`src/rtl/div_unit.sv`:
```
// Multi-cycle 32-bit signed/unsigned restoring divider for DIV/DIVU.
// result_o = {remainder, quotient}; ready_o holds while start_i stays high.
module div_unit (
  input  logic        clk,
  input  logic        rst_n,
  input  logic        signed_div_i,
  input  logic [31:0] opdata1_i,
  input  logic [31:0] opdata2_i,
  input  logic        start_i,
  input  logic        annul_i,
  output logic [63:0] result_o,
  output logic        ready_o
);

  localparam logic [1:0] ST_FREE   = 2'd0;
  localparam logic [1:0] ST_BYZERO = 2'd1;
  localparam logic [1:0] ST_ON     = 2'd2;
  localparam logic [1:0] ST_END    = 2'd3;

  logic [1:0]  state_q, state_d;
  logic [5:0]  cnt_q, cnt_d;
  logic [64:0] work_q, work_d;
  logic [31:0] divisor_q, divisor_d;
  logic        signed_q, signed_d;
  logic        neg1_q, neg1_d;
  logic        neg2_q, neg2_d;
  logic [63:0] result_q, result_d;
  logic        ready_q, ready_d;

  logic [31:0] op1_abs, op2_abs;
  logic [32:0] diff;
  logic [31:0] quot_fix, rem_fix;

  // Working register layout: [64:33] partial remainder, [31:0] quotient/dividend bits.
  always_comb begin
    op1_abs  = (signed_div_i && opdata1_i[31]) ? (~opdata1_i + 32'd1) : opdata1_i;
    op2_abs  = (signed_div_i && opdata2_i[31]) ? (~opdata2_i + 32'd1) : opdata2_i;
    diff     = {1'b0, work_q[63:32]} - {1'b0, divisor_q};
    quot_fix = (signed_q && (neg1_q ^ neg2_q)) ? (~work_q[31:0] + 32'd1) : work_q[31:0];
    rem_fix  = (signed_q && neg1_q) ? (~work_q[64:33] + 32'd1) : work_q[64:33];
  end

  always_comb begin
    state_d   = state_q;
    cnt_d     = cnt_q;
    work_d    = work_q;
    divisor_d = divisor_q;
    signed_d  = signed_q;
    neg1_d    = neg1_q;
    neg2_d    = neg2_q;
    result_d  = result_q;
    ready_d   = ready_q;
    case (state_q)
      ST_FREE: begin
        ready_d = 1'b0;
        if (start_i && !annul_i) begin
          if (opdata2_i == 32'd0) begin
            state_d = ST_BYZERO;
          end else begin
            work_d    = {32'd0, op1_abs, 1'b0};
            divisor_d = op2_abs;
            signed_d  = signed_div_i;
            neg1_d    = opdata1_i[31];
            neg2_d    = opdata2_i[31];
            cnt_d     = 6'd0;
            state_d   = ST_ON;
          end
        end
      end
      ST_BYZERO: begin
        if (annul_i) begin
          state_d = ST_FREE;
        end else begin
          result_d = 64'd0;
          ready_d  = 1'b1;
          state_d  = ST_END;
        end
      end
      ST_ON: begin
        if (annul_i) begin
          state_d = ST_FREE;
        end else if (cnt_q != 6'd32) begin
          // Negative difference means the divisor did not fit: quotient bit 0.
          if (diff[32]) work_d = {work_q[63:0], 1'b0};
          else          work_d = {diff[31:0], work_q[31:0], 1'b1};
          cnt_d = cnt_q + 6'd1;
        end else begin
          result_d = {rem_fix, quot_fix};
          ready_d  = 1'b1;
          state_d  = ST_END;
        end
      end
      ST_END: begin
        if (!start_i) begin
          ready_d = 1'b0;
          state_d = ST_FREE;
        end
      end
      default: state_d = ST_FREE;
    endcase
  end

  always_ff @(posedge clk or negedge rst_n) begin
    if (!rst_n) begin
      state_q   <= ST_FREE;
      cnt_q     <= 6'd0;
      work_q    <= 65'd0;
      divisor_q <= 32'd0;
      signed_q  <= 1'b0;
      neg1_q    <= 1'b0;
      neg2_q    <= 1'b0;
      result_q  <= 64'd0;
      ready_q   <= 1'b0;
    end else begin
      state_q   <= state_d;
      cnt_q     <= cnt_d;
      work_q    <= work_d;
      divisor_q <= divisor_d;
      signed_q  <= signed_d;
      neg1_q    <= neg1_d;
      neg2_q    <= neg2_d;
      result_q  <= result_d;
      ready_q   <= ready_d;
    end
  end

  assign result_o = result_q;
  assign ready_o  = ready_q;

endmodule

```
`config.mk`:
```
export PLATFORM = sky130hd
export DESIGN_NAME = div_unit
export DESIGN_NICKNAME = d
export VERILOG_FILES = /design/src/rtl/div_unit.sv
export SDC_FILE = /design/constraint.sdc
export NUM_CORES = 1
export LEC_CHECK = 0
export BUFFER_PORTS_ARGS = -buffer_cell sky130_fd_sc_hd__buf_2
export CAP_MARGIN = 20
export CORE_MARGIN = 8
export CORE_UTILIZATION = 55
export CTS_BUF_LIST = sky130_fd_sc_hd__clkbuf_4 sky130_fd_sc_hd__clkbuf_8
export DETAILED_ROUTE_END_ITERATION = 8
export HOLD_SLACK_MARGIN = 0.12
export PLACE_DENSITY = 0.81
export RECOVER_POWER = 50
export SKIP_CTS_REPAIR_TIMING = 1
export SYNTH_ARGS = -nofsm -noshare
export SYNTH_HDL_FRONTEND = slang
export SYNTH_SLANG_ARGS = --single-unit
export TNS_END_PERCENT = 10
```
`constraint.sdc`:
```
create_clock -name clk -period 2.7 [get_ports clk]
set_input_delay 0.54 -clock clk [delete_from_list [all_inputs] [get_ports clk]]
set_output_delay 0.54 -clock clk [all_outputs]
set_load 0.03 [all_outputs]
```
==> summary.md, run 1 <==
| Metric | Value |
|---|---|
| Placed cell count | 1,877 |
| Initial antenna violation count | 0 |
| Yosys warning count | 0 |
| Largest area contributor in the netlist | dfrtp_1 |
| Synth Area per Inst | 8.40 sq um |
| Area grow syn2layout | 26.7% |
| Worst Setup End Kind | flip-flop |
| WL met2 | 15.0 mm |
| Ys flop type | dfrtp_1 |
| Max transition margin | -40.7% |
| Post-Syn Area | 11,300 sq um |
| RSZ-0062 raised after global routing | true |
| HP Start | opdata2_i[31] |
| Die Y | 160 um |
| Initial core utilization | 56.0% |
| Starting DRT DRC Count | 873 |
| Core area | 20,200 sq um |
| H-tree Lvls | 4 |
| Share of flip-flops with an asynchronous set or reset | 100% |
| Pins over their slew limit | 31 |
| HP Class | in -> reg |
| Post-synth top cells | nand2_1 (210), o21ai_0 (193), dfrtp_1 (173), nor2_1 (89), a21oi_1 (88) |
| CTS tree | done |
| Crit Path Category | reg -> reg |
| Failing checks | max-capacitance violations, max-slew violations, negative setup slack |
| Crit path max fanout | 3 |
| Skew-Pair Late Insertion Delay | 0.47 ns |
| Synthesized instance count | 1,348 |
| GRT Overall Usage | 24.5% |
| Min-Delay Path Depth | 3 |
| Reg power frac | 31.6% |
| Post-Syn Nets | 1,462 |
| Die width | 160 um |
| Period utilization | 109% |
| Aggregate global routing overflow | 0 |
| Crit path launch type | flip-flop |
| Max Used Layer | met4 |
| Outcome | complete, but fails checks |
| CTS Buf Count | 17 |
| Synth cell types | 66 |
| Vias in the first global route | 10.5k |
| Root Buffer | clkbuf_8 |
| Routed vias/inst | 5.80 |
| WP data required | 3.05 ns |
| Routed Antenna Nets | 0 |
| Highest Clock Rate | 341 MHz |
| Setup TNS | -5.23 ns |
| Total Power | 13,200 uW |
| CTS sink cnt | 173 |
| WL final | 33.0 mm |
| Pin count of the biggest net entering global routing | 77 |
| Top Ports | 134 |
| Psw | 6030 uW |
| CP Data Arrival Time | 3.29 ns |
| Worst-margin pin slew | 2.11 ns |
| R2r setup slk | -0.24 ns |
| Most common cell in the netlist | nand2_1 |
| Max-Cap Viols | 1 |
| Sw Ratio | 45.7% |
| Crit path from | work_q[32]$_DFFE_PN0P_ |
| Area of the die | 25,400 sq um |
| Final hold vios | 0 |
| Gpl congestion | 0.912 |
| WL met3 | 2.71 mm |
| Finished Layout Cells | 1,918 |
| Antenna Cells | 0 |
| Comb pwr share | 54.7% |
| Crit Reg-Reg Startpoint | work_q[32]$_DFFE_PN0P_ |
| Nets | 1,749 |
| Dpl hpwl | 24.5 mm |
| Clock skew | 0.0163 ns |
| Hold WS | 0.378 ns |
| Clk network pwr share | 13.7% |
| Filler cell count | 1,467 |
| Remaining DRCs | 0 |
| DR vias | 11.1k |
| PD cells | 919 nW/um^2 |
| Top post-synthesis cells by area | dfrtp_1 (38%), o21ai_0 (8.5%), nand2_1 (7.0%) |
| Fraction of layout cells with a size suffix above 1 | 25.2% |
| Row count | 52 |
| Seq/Total Area, Yosys | 38.2% |
| Final worst slack | -0.237 ns |
| Yosys reg bits | 173 |
| End of the worst register-to-register path | work_q[63]$_DFFE_PN0P_ |
| Finish-stage setup viols | 33 |
| Pre-antenna DRT Iters | 7 |
| Worst reg-to-reg path cell count | 13 |
| Hold EP | divisor_q[31]$_DFFE_PN0P_ |
| Number of synthesized flops with an enable pin | 0 |
| Clk pin slew, worst setup/hold paths | 0.10 ns |
| Wl on met1 | 14.5 mm |
| Post-synth top area share | 38.2% |
| WL per Instance | 17.2 um |
| Power Internal | 7160 uW |
| Leakage | 0.00668 uW |
| Max VDD drop | 407 uV |
| Max clock buf depth | 2 |
| I/O Buffers | 133 |
| First-pass GRT wire length | 51.9 mm |
| Min Clock Period, post-route | 2.94 ns |
-- flip-flops by register name, indices dropped and copies added (netlist names), 2 cells and up --
name and count:
work_q 65, result_o 64, divisor_q 32, cnt_q 6, state_q 2
-- through the flow --
stage	utilization, %	area, sq um	worst slack, ns
5_1_grt	70.9	14400	-0.358
3_3_place_gp	67.5	13700	-0.232
6_report	70.9	14400	-0.237
2_1_floorplan	-	11400	-0.0272
3_5_place_dp	67.5	13700	-0.261
4_1_cts	69.5	14100	-0.254
-- worst max-delay path by stage --
stage                                     end  slack (ns)  cells after the start
global route           work_q[38]$_DFFE_PN0P_       -0.36                     12
finish                 work_q[63]$_DFFE_PN0P_       -0.24                     13
floorplan              work_q[63]$_DFFE_PN0P_       -0.03                     11
global placement       work_q[32]$_DFFE_PN0P_       -0.23                     10
detailed placement  divisor_q[29]$_DFFE_PN0P_       -0.26                      9
CTS                    work_q[63]$_DFFE_PN0P_       -0.25                     13
-- cell type report --
| type | count | area [sq um] | area share, % |
|---|---|---|---|
| clock buffers | 17 | 234 | 1.63 |
| clock inverters | 15 | 153 | 1.06 |
| inverters | 57 | 214 | 1.49 |
| multi-input cells | 1058 | 6810 | 47.5 |
| flip-flops and latches | 173 | 4330 | 30.2 |
| well taps | 270 | 338 | 2.35 |
| repair buffers | 328 | 2270 | 15.8 |
-- power groups by stage --
stage / logic [uW] / clock network (uW) / registers (uW)
after global placement: 6620 / 0 / 4120
after floorplan: 3920 / 0 / 4590
final: 7220 / 1800 / 4160
after CTS: 6880 / 1820 / 4120
after detailed placement: 6840 / 0 / 4170
after global routing: 7900 / 1920 / 4270
-- kinds of logic (layout without fill, tap and decap cells) --
family                     Yosys count  in the layout  share of synthesized area (%)
DFF                                173            173                           38.2
and+or+nand+nor                    450            450                           18.5
xor gates and xnor gates           144            144                           11.1
buffers and inverters              117            417                           4.19
adders and majority gates           45             45                           5.04
AOI/OAI and AO/OA                  384            384                           19.8
muxes                               35             35                           3.15
-- critical path: stages (launching register included) --
cell	delay, ns
dfrtp_1	0.36
inv_2	0.06
ha_4	0.17
fa_2	0.41
nor2b_4	0.18
o2111ai_4	0.15
a21oi_2	0.20
o31ai_2	0.09
and2b_2	0.23
o21ai_2	0.18
buf_4	0.14
a21oi_4	0.05
or3b_4	0.37
a32o_1	0.22
-- layer usage --
| metal | vias up | global-route usage (%) |
|---|---|---|
| met4 | 0 | 7.76 |
| met2 | 476 | 38.5 |
| met1 | 5300 | 33.2 |
| met3 | 66 | 4.99 |
| met5 | - | 0 |
| li1 | 5287 | - |
-- cell usage in the layout (no fill, tap or decap), types with 5 or more instances in the layout --
master,count
nand3_1,21
a221o_1,7
nor4_1,19
nand4_1,7
and2_1,8
a21oi_1,83
nand3b_1,7
o21ai_1,13
nor3_1,23
o21ai_0,182
o41ai_1,7
nand2b_1,12
nand2_2,5
clkbuf_1,15
dfrtp_1,170
mux2i_1,30
clkbuf_8,17
o21ai_2,5
nor2_1,87
a31oi_1,6
o41ai_2,5
and3_1,8
o211ai_1,6
o21a_1,5
nand2_1,207
xnor2_1,71
or4_1,6
ha_1,38
buf_2,118
xor2_1,71
o31ai_1,16
inv_1,55
buf_12,10
buf_4,181
a21o_1,8
mux2_2,5
or3_1,10
Note: power is estimated with default switching activity, not from simulation.
==> run 2, diff against run 1 <==
- CORE_MARGIN: 8 -> not set
- CORE_UTILIZATION: 55 -> 45
- PLACE_DENSITY: 0.81 -> 0.69
==> run 2 against run 1 <==
The run ends with negative setup slack left. Clock skew is 0.0027 ns lower. Worst hold slack better by 0.0087 ns. Fmax grew 2.3%. Clock-buffer cell count rose by 1. Sequential power hardly changed. First-iteration DRC count is 1.5% higher. Flip-flop and latch count unchanged. Final cell count grew 4.0%. Non-clock buffer count up 23. Sequential share of layout area fell by 0.42 points. Clock power up 13%. Via count down 2.6%. Largest power group unchanged.
==> summary.md, run 2 (same netlist as run 1, synthesis figures left out) <==
| Metric | Value |
|---|---|
| Outcome | complete, but fails checks (unchanged) |
| Failing checks | negative setup slack (was max-capacitance violations, max-slew violations, negative setup slack) |
| HP Class | in -> reg (unchanged) |
| Worst slack, placed | -0.312 ns (was -0.261 ns) |
| Routed Antenna Nets | 0 (unchanged) |
| CP Data Arrival Time | 3.23 ns (was 3.29 ns) |
| Finish-stage setup viols | 31 (was 33) |
| Min Clock Period, post-route | 2.87 ns (was 2.94 ns) |
| I/O Buffers | 133 (unchanged) |
| Vias in the first global route | 10.1k (was 10.5k) |
| Highest Clock Rate | 348 MHz (was 341 MHz) |
| Final worst slack | -0.170 ns (was -0.237 ns) |
| Die Y | 161 um (was 160 um) |
| Hold WS | 0.386 ns (was 0.378 ns) |
| Pins over their slew limit | 0 (was 31) |
| Most common cell after layout, fill and taps aside | nand2_1 (unchanged) |
| Crit-path max cell delay | 0.42 ns (was 0.41 ns) |
| Root Buffer | clkbuf_8 (unchanged) |
| Total Power | 13,300 uW (was 13,200 uW) |
| Skew-Pair Late Insertion Delay | 0.47 ns (about the same) |
| Die width | 161 um (was 160 um) |
| Biggest register | work_q (unchanged) |
| CTS tree | done (unchanged) |
| Remaining DRCs | 0 (unchanged) |
| Period utilization | 106% (was 109%) |
| WL met2 | 13.7 mm (was 15.0 mm) |
| Worst Setup End Kind | flip-flop (unchanged) |
| Antenna Cells | 0 (unchanged) |
| Max VDD drop | 486 uV (was 407 uV) |
| Max Used Layer | met4 (unchanged) |
| Worst-margin pin slew | 1.21 ns (was 2.11 ns) |
| WP data required | 3.06 ns (was 3.05 ns) |
| Crit path max fanout | 3 (unchanged) |
| Clk pin slew, worst setup/hold paths | 0.10 ns (about the same) |
| WL final | 31.3 mm (was 33.0 mm) |
| Pin count of the biggest net entering global routing | 69 (was 77) |
| Fraction of layout cells with a size suffix above 1 | 25.8% (was 25.2%) |
| Aggregate global routing overflow | 0 (unchanged) |
| Initial core utilization | 46.2% (was 56.0%) |
| Crit Path Category | reg -> reg (unchanged) |
| Clock skew | 0.0135 ns (was 0.0163 ns) |
| Max clock buf depth | 2 (unchanged) |
| Commonest non-fill, non-tap cells in the layout | nand2_1 (207), buf_4 (203), dfrtp_1 (172), o21ai_0 (167), buf_2 (117) (was nand2_1 (207), o21ai_0 (182), buf_4 (181), dfrtp_1 (170), buf_2 (118)) |
| Nets | 1,772 (was 1,749) |
| Core area | 24,500 sq um (was 20,200 sq um) |
| Dpl hpwl | 24.5 mm (about the same) |
| PD cells | 914 nW/um^2 (was 919 nW/um^2) |
| WL met3 | 1.74 mm (was 2.71 mm) |
| Crit path launch type | flip-flop (unchanged) |
| Max transition margin | 19.6% (was -40.7%) |
| Area grow syn2layout | 28.4% (was 26.7%) |
| CTS sink cnt | 173 (unchanged) |
| Top Ports | 134 (unchanged) |
| Pre-antenna DRT Iters | 5 (was 7) |
| Leakage | 0.00678 uW (was 0.00668 uW) |
| Finished Layout Cells | 1,995 (was 1,918) |
| Max-Cap Viols | 0 (was 1) |
| First-pass GRT wire length | 50.7 mm (was 51.9 mm) |
| Placed cell count | 1,958 (was 1,877) |
| CP top delay family | compound AO/OA/AOI/OAI gates (unchanged) |
| CP max-delay cell | dfrtp_1 (was fa_2) |
| CTS Buf Count | 17 (unchanged) |
| RSZ-0062 raised after global routing | true (unchanged) |
| Area of the die | 25,800 sq um (was 25,400 sq um) |
| Row count | 57 (was 52) |
| Starting DRT DRC Count | 886 (was 873) |
| DR vias | 10.8k (was 11.1k) |
| Setup TNS | -1.87 ns (was -5.23 ns) |
| GRT Overall Usage | 24.4% (was 24.5%) |
| Worst path cell trace | ha_4 -> fa_2 -> nor2b_4 -> o2111ai_4 -> a21oi_2 -> o31ai_2 -> and2b_2 -> o21ai_4 -> buf_6 -> a21oi_4 -> or3b_4 -> a32o_1 (was inv_2 -> ha_4 -> fa_2 -> nor2b_4 -> o2111ai_4 -> a21oi_2 -> o31ai_2 -> and2b_2 -> o21ai_2 -> buf_4 -> a21oi_4 -> or3b_4 -> a32o_1) |
| WL per Instance | 15.7 um (was 17.2 um) |
| Gpl congestion | 0.964 (was 0.912) |
| Wl on met1 | 15.1 mm (was 14.5 mm) |
| CP Buf/Inv Count | 1 (was 2) |
| H-tree Lvls | 4 (unchanged) |
| Max FFs per register | 65 (unchanged) |
| Initial antenna violation count | 0 (unchanged) |
| Final hold vios | 0 (unchanged) |
| Routed vias/inst | 5.43 (was 5.80) |
run 2: final timing paths:
kind                                     startpoint                        end  slack [ns]  cells after the start
min in group asynchronous                     rst_n   result_o[15]$_DFFE_PN0P_        0.83                      2
min                                   opdata2_i[11]  divisor_q[11]$_DFFE_PN0P_        0.39                      4
max in group asynchronous                     rst_n   result_o[36]$_DFFE_PN0P_        0.24                      3
max reg2reg                divisor_q[0]$_DFFE_PN0P_     work_q[63]$_DFFE_PN0P_       -0.17                     12
max                        divisor_q[0]$_DFFE_PN0P_     work_q[63]$_DFFE_PN0P_       -0.17                     12
min reg2reg                result_o[63]$_DFFE_PN0P_   result_o[63]$_DFFE_PN0P_        0.48                      2
run 2: final cells by class:
class	count	area, sq um
clock buffer	18	241
clock inverter	14	199
fill	2209	9990
inverter	57	214
multi-input combinational	1058	6770
sequential	173	4330
tap	324	405
timing repair buffer	351	2380
run 2: worst reg2reg max path, stage by stage, from the launching register on:
cell and delay, ns:
dfrtp_1 0.42, ha_4 0.17, fa_2 0.41, nor2b_4 0.15, o2111ai_4 0.14, a21oi_2 0.20
o31ai_2 0.10, and2b_2 0.23, o21ai_4 0.19, buf_6 0.12, a21oi_4 0.04, or3b_4 0.37
a32o_1 0.22
run 2: metal layers:
metal | vias to the layer above | GRT usage [%]
met5 | - | 0
met4 | 0 | 7.10
met3 | 52 | 3.95
met2 | 336 | 37.3
met1 | 5097 | 35.6
li1 | 5354 | -
run 2: per-stage QoR:
step | utilization (%) | instance area, sq um
floorplan | - | 11400
global placement | 56.7 | 13900
detailed placement | 56.7 | 13900
CTS | 58.5 | 14400
global route | 59.3 | 14500
finish | 59.3 | 14500
run 2: power breakdown:
part / switching [uW] / internal, uW
combinational: 4140 / 2970
clock: 1070 / 966
sequential: 709 / 3440
total: 5920 / 7370
